==> src/rtl/seq_arith_unit.sv <==
// seq_arith_unit: handshaked unsigned add/sub/mul/div with registered results.
// ADD, SUB, MUL and divide-by-zero complete on the accept edge; a real divide
// runs a restoring divider that resolves one quotient bit per edge, MSB first.
module seq_arith_unit #(
  parameter int WIDTH = 4
) (
  input  logic                 clk,
  input  logic                 rst,
  input  logic                 in_valid,
  output logic                 in_ready,
  input  logic [WIDTH-1:0]     a,
  input  logic [WIDTH-1:0]     b,
  input  logic [1:0]           op,
  output logic                 out_valid,
  input  logic                 out_ready,
  output logic [2*WIDTH-1:0]   result,
  output logic [WIDTH-1:0]     remainder,
  output logic                 div_by_zero
);

  typedef enum logic [1:0] {S_IDLE, S_CALC, S_DONE} state_t;
  typedef enum logic [1:0] {OP_ADD = 2'b00, OP_SUB = 2'b01, OP_MUL = 2'b10, OP_DIV = 2'b11} op_t;

  localparam int CW = $clog2(WIDTH);

  state_t               r_state;
  state_t               w_next_state;
  logic [CW-1:0]        r_cnt;        // index of the last completed divide iteration
  logic [WIDTH-1:0]     r_rem;        // partial remainder
  logic [WIDTH-1:0]     r_quot;       // dividend bits shifting out, quotient bits shifting in
  logic [WIDTH-1:0]     r_divisor;
  logic [2*WIDTH-1:0]   r_result;
  logic [WIDTH-1:0]     r_remainder;
  logic                 r_dbz;

  logic                 w_accept;
  logic                 w_div_start;
  logic                 w_calc_last;

  // Single-cycle operation results
  logic [WIDTH:0]       w_sum;
  logic [WIDTH:0]       w_diff;
  logic [2*WIDTH-1:0]   w_prod;
  logic [2*WIDTH-1:0]   w_fast_result;
  logic [WIDTH-1:0]     w_fast_rem;
  logic                 w_fast_dbz;

  // One restoring-division step
  logic [WIDTH-1:0]     w_it_rem_in;
  logic [WIDTH-1:0]     w_it_quot_in;
  logic [WIDTH-1:0]     w_it_div;
  logic [WIDTH:0]       w_shift;
  logic [WIDTH:0]       w_trial;
  logic                 w_ge;
  logic [WIDTH-1:0]     w_rem_next;
  logic [WIDTH-1:0]     w_quot_next;

  assign w_accept    = in_valid && in_ready;
  assign w_div_start = w_accept && (op_t'(op) == OP_DIV) && (b != '0);
  assign w_calc_last = (r_state == S_CALC) && (r_cnt == CW'(WIDTH - 2));

  // The first quotient bit is resolved on the accept edge straight from the
  // operand inputs, so a divide leaves CALC after WIDTH-1 further edges.
  assign w_it_rem_in  = (r_state == S_IDLE) ? '0 : r_rem;
  assign w_it_quot_in = (r_state == S_IDLE) ? a  : r_quot;
  assign w_it_div     = (r_state == S_IDLE) ? b  : r_divisor;

  assign w_shift     = {w_it_rem_in, w_it_quot_in[WIDTH-1]};
  assign w_trial     = w_shift - {1'b0, w_it_div};
  // The partial remainder stays below the divisor, so the borrow out of the
  // (WIDTH+1)-bit trial subtraction is exactly "shifted remainder < divisor".
  assign w_ge        = ~w_trial[WIDTH];
  assign w_rem_next  = w_ge ? w_trial[WIDTH-1:0] : w_shift[WIDTH-1:0];
  assign w_quot_next = {w_it_quot_in[WIDTH-2:0], w_ge};

  assign w_sum  = {1'b0, a} + {1'b0, b};
  assign w_diff = {1'b0, a} - {1'b0, b};
  assign w_prod = {{WIDTH{1'b0}}, a} * {{WIDTH{1'b0}}, b};

  // Select the result of an op that completes on its accept edge
  always_comb begin
    // NOTE: every output of a combinational block gets a default first, so no
    // path through the case can leave it unassigned and infer a latch.
    w_fast_result = '0;
    w_fast_rem    = '0;
    w_fast_dbz    = 1'b0;
    case (op_t'(op))
      OP_ADD: w_fast_result = {{(WIDTH-1){1'b0}}, w_sum};
      OP_SUB: w_fast_result = {{(WIDTH-1){w_diff[WIDTH]}}, w_diff};
      OP_MUL: w_fast_result = w_prod;
      OP_DIV: begin
        w_fast_result = {{WIDTH{1'b0}}, {WIDTH{1'b1}}};
        w_fast_rem    = a;
        w_fast_dbz    = 1'b1;
      end
      default: w_fast_result = '0;
    endcase
  end

  // State register
  always_ff @(posedge clk or posedge rst) begin
    // NOTE: sequential state is updated with non-blocking assignments so every
    // register samples pre-edge values regardless of statement order.
    if (rst) r_state <= S_IDLE;
    else     r_state <= w_next_state;
  end

  // Next-state decode
  always_comb begin
    w_next_state = r_state;
    case (r_state)
      S_IDLE:  if (w_accept)    w_next_state = w_div_start ? S_CALC : S_DONE;
      S_CALC:  if (w_calc_last) w_next_state = S_DONE;
      S_DONE:  if (out_ready)   w_next_state = S_IDLE;
      default: w_next_state = S_IDLE;
    endcase
  end

  // Handshake outputs decoded from state
  always_comb begin
    in_ready  = (r_state == S_IDLE) && !rst;
    out_valid = (r_state == S_DONE);
  end

  // Divider datapath and registered results
  always_ff @(posedge clk or posedge rst) begin
    if (rst) begin
      r_cnt       <= '0;
      r_rem       <= '0;
      r_quot      <= '0;
      r_divisor   <= '0;
      r_result    <= '0;
      r_remainder <= '0;
      r_dbz       <= 1'b0;
    end else if (w_accept) begin
      if (w_div_start) begin
        r_rem     <= w_rem_next;
        r_quot    <= w_quot_next;
        r_divisor <= b;
        r_cnt     <= '0;
      end else begin
        r_result    <= w_fast_result;
        r_remainder <= w_fast_rem;
        r_dbz       <= w_fast_dbz;
      end
    end else if (r_state == S_CALC) begin
      r_rem  <= w_rem_next;
      r_quot <= w_quot_next;
      r_cnt  <= r_cnt + CW'(1);
      if (w_calc_last) begin
        r_result    <= {{WIDTH{1'b0}}, w_quot_next};
        r_remainder <= w_rem_next;
        r_dbz       <= 1'b0;
      end
    end
  end

  assign result      = r_result;
  assign remainder   = r_remainder;
  assign div_by_zero = r_dbz;

endmodule

==> config.mk <==
export PLATFORM = sky130hd
export DESIGN_NAME = seq_arith_unit
export DESIGN_NICKNAME = d
export VERILOG_FILES = /design/src/rtl/seq_arith_unit.sv
export SDC_FILE = /design/constraint.sdc
export NUM_CORES = 1
export LEC_CHECK = 0
export BUFFER_PORTS_ARGS = -buffer_cell sky130_fd_sc_hd__buf_2
export CORE_MARGIN = 2
export CORE_UTILIZATION = 53
export CTS_CLUSTER_DIAMETER = 40
export DETAILED_ROUTE_END_ITERATION = 10
export HOLD_SLACK_MARGIN = 0.03
export PLACE_DENSITY = 0.8
export SYNTH_ARGS = -nofsm -noshare
export SYNTH_HDL_FRONTEND = slang
export SYNTH_SLANG_ARGS = --single-unit
==> constraint.sdc <==
create_clock -name clk -period 2.95 [get_ports clk]
set_clock_uncertainty 0.2 [all_clocks]
set_input_delay 0.59 -clock clk [delete_from_list [all_inputs] [get_ports clk]]
set_output_delay 0.59 -clock clk [all_outputs]
set_load 0.005 [all_outputs]
==> summary.md <==
| Metric | Value |
|---|---|
| Status | finished with violations |
| Failing checks | negative setup slack |
| Tmin final | 2.95 ns |
| Final worst-path cycle share | 1.00 |
| Port Buffers | 28 |
| Total power | 2.64 mW |
| Post-layout util | 0.703 |
| Final worst setup slack | -0.00426 ns |
| GRT Util Overall | 0.264 |
| #FFs+latches synth | 29 |
| TritonRoute pass-1 iters | 4 |
| CTS tree | built |
| Async SR Flop Fraction | 1.00 |
| Place WS | -0.287 ns |
| Endpoint required time on the critical path | 2.96 ns |
| Synthesis Warnings | 0 |
| Final hold viol count | 0 |
| Clock insertion delay at the later pin of the skew report | 0.29 ns |
| VDD IR max | 0.000608 V |
| Die height | 72.7 µm |
| Total Die Area | 5280 µm² |
| Area growth, synth to finish | 25.0% |
| Slew @ Worst Pin | 0.424 ns |
| Gate Count Post-Synth | 288 |
| CTS Sinks | 29 |
| # setup viols final | 1 |
| Slowest cell on the critical path | fa_1 |
| Max Cap Viol | 0 |
| Synth Flop Type | dfrtp_1 |
| Die width | 72.7 µm |
| Dpl cell area | 2880 µm² |
| Hpwl dp | 4.70 mm |
| Post-CTS Hold Buffers | 0 |
| Share of cells above drive strength 1 | 0.284 |
| DRT Wirelength | 6.38 mm |
| CP Class | in2reg |
| Pin count of the biggest net entering global routing | 30 |
| Gpl congestion | 0.909 |
| CP peak stage delay | 0.58 ns |
| CP Max Fanout | 3 |
| Initial antenna violation count | 0 |
| Critical path, cell by cell | buf_8 > nand2_4 > fa_1 > inv_2 > fa_1 > inv_2 > fa_2 > nor2b_1 > o21ai_1 > nand2_1 > xor2_1 > a21oi_1 > o21ai_1 |
| DR vias | 2313 |
| H-Tree Depth | 2 |
| Num ports | 29 |
| Clock-pin slew on the worst setup and hold paths | 0.07 ns |
| Site Rows | 24 |
| Yosys cell types | 50 |
| Initial DRC count | 161 |
| Synth Net Count | 334 |
| Syn Area/Cell | 8.68 µm² |
| Core ar. | 4440 µm² |
| Reg2Reg Depth | 11 |
| Max Clk Rate | 0.338 GHz |
| Remaining Overflow, GRT | 0 |
| Slew Viols, Final | 0 |
| Via-per-instance ratio | 5.77 |
| Seq/Total Area, Yosys | 0.290 |
| WP data arrival | 2.97 ns |
| EDFF count, synth | 0 |
| First-pass GRT wire length | 10.8 mm |
| Mapped cell area | 2500 µm² |
| Setup crit end kind | flip-flop |
| RSZ-0062 raised after global routing | yes |
| Clock root buffer | clkbuf_8 |
| Drt wl/cell | 15.9 µm |
| Vias in the first global route | 2305 |
| Initial Util | 0.563 |
| Slew headroom | 0.716 |
| Lkg Pwr | 1.53 nW |
| Post-layout nets | 394 |
| Post-route ant nets | 0 |
| Final Cell Area | 3120 µm² |
| ANT cells | 0 |
| CTS buffer count | 5 |
| Residual DRC count | 0 |
| PD cells | 846 nW/µm² |
| Nature of the critical path startpoint | primary input |
| Hold WC Path Type | in2async |
| Clock buffer depth | 2 |
final timing paths:
check / startpoint / end / slack [ns]
setup / recovery: a[2] / result[6]$_DFFE_PP0P_ / -0.004
max in group asynchronous: rst / r_divisor[1]$_DFFE_PP0P_ / 2.05
min in group clk: out_ready / r_state[1]$_DFFE_PP0P_ / 0.28
hold / removal: rst / r_state[0]$_DFFE_PP0P_ / 0.22
setup reg to reg: r_state[0]$_DFFE_PP0P_ / r_rem[2]$_DFFE_PP0P_ / 0.13
hold reg to reg: r_divisor[3]$_DFFE_PP0P_ / r_divisor[3]$_DFFE_PP0P_ / 0.28
power breakdown:
| part | total, mW | internal [mW] | switching [mW] |
|---|---|---|---|
| clock network | 0.501 | 0.335 | 0.165 |
| registers | 0.696 | 0.563 | 0.133 |
| logic | 1.45 | 0.691 | 0.755 |
through the flow:
stage	cells	TNS, ns	hold slack, ns
after floorplan	288	-0.0317	0.246
after global placement	388	-0.630	0.259
after detailed placement	388	-1.10	0.272
after CTS	396	0	0.232
after global routing	401	-0.329	0.260
final	401	-0.00426	0.221
flip-flops by register name (all words and copies together) (netlist names):
signal       count
r_divisor        4
result           8
r_state          2
div_by_zero      1
r_rem            4
r_cnt            2
remainder        4
r_quot           4
cell families (layout without fill, tap and decap cells):
family / count (synthesis) / after routing / share of synthesized area
AO/OA/AOI/OAI: 73 / 73 / 0.180
XOR/XNOR: 9 / 9 / 0.0315
adder cells (fa/ha/maj): 32 / 32 / 0.181
buffers and inverters: 34 / 95 / 0.0671
flip-flops: 29 / 29 / 0.290
multiplexers: 11 / 11 / 0.0450
AND/OR/NAND/NOR: 100 / 100 / 0.205
worst max-delay path: cells and delay by family:
family          cells  cell delay (ns)
xor+xnor            1             0.15
simple gates        3             0.24
buf+inv             3             0.18
fa+ha+maj           3             1.50
compound gates      3             0.30
layer usage:
layer	track usage	vias up	routed length (µm)
met1	0.358	1102	2860
met5	0	-	0
li1	-	1120	-
met4	0.0802	0	120
met2	0.418	77	3080
met3	0.0649	14	317
final cells by class:
class	instances	area [µm²]
tap	52	65.1
fill	330	1320
multi-input combinational	225	1670
inverter	23	86.3
clock inverter	3	65.1
clock buffer	5	68.8
sequential	29	726
timing repair buffer	64	445
layout by cell type (no fill, tap or decap), types with 4 or more instances in the layout:
cell	netlist	layout
buf_4	0	37
nand2_1	32	29
dfrtp_1	29	29
nor2_1	29	28
ha_1	25	24
buf_2	1	23
a21oi_1	24	22
inv_1	23	21
o21ai_0	22	18
mux2i_1	9	9
nand3_1	8	8
and2_1	7	7
xnor2_1	6	6
o211ai_1	5	5
fa_1	7	5
clkbuf_8	0	5
nor2b_1	4	4
nand2b_1	5	4
o221ai_1	4	4
o21ai_1	0	4
timing repair:
action                                  CTS  global route
endpoints found under the setup margin    0            12
buffers inserted                          0             5
resized for setup                         0            26
Yosys cell counts (2+ instances only):
cell type,number,share of area
nand2_1,32,0.048
dfrtp_1,29,0.29
nor2_1,29,0.044
ha_1,25,0.13
a21oi_1,24,0.048
inv_1,23,0.035
o21ai_0,22,0.044
mux2i_1,9,0.036
nand3_1,8,0.016
and2_1,7,0.018
fa_1,7,0.056
xnor2_1,6,0.021
clkbuf_1,5,0.0075
nand2b_1,5,0.013
o211ai_1,5,0.015
nor2b_1,4,0.010
o221ai_1,4,0.014
buf_6,3,0.014
nand3b_1,3,0.0090
xor2_1,3,0.011
a21o_1,2,0.0060
a311oi_1,2,0.0070
a31oi_1,2,0.0050
mux2_2,2,0.0090
o21a_1,2,0.0060
(Power assumes the default switching activity.)
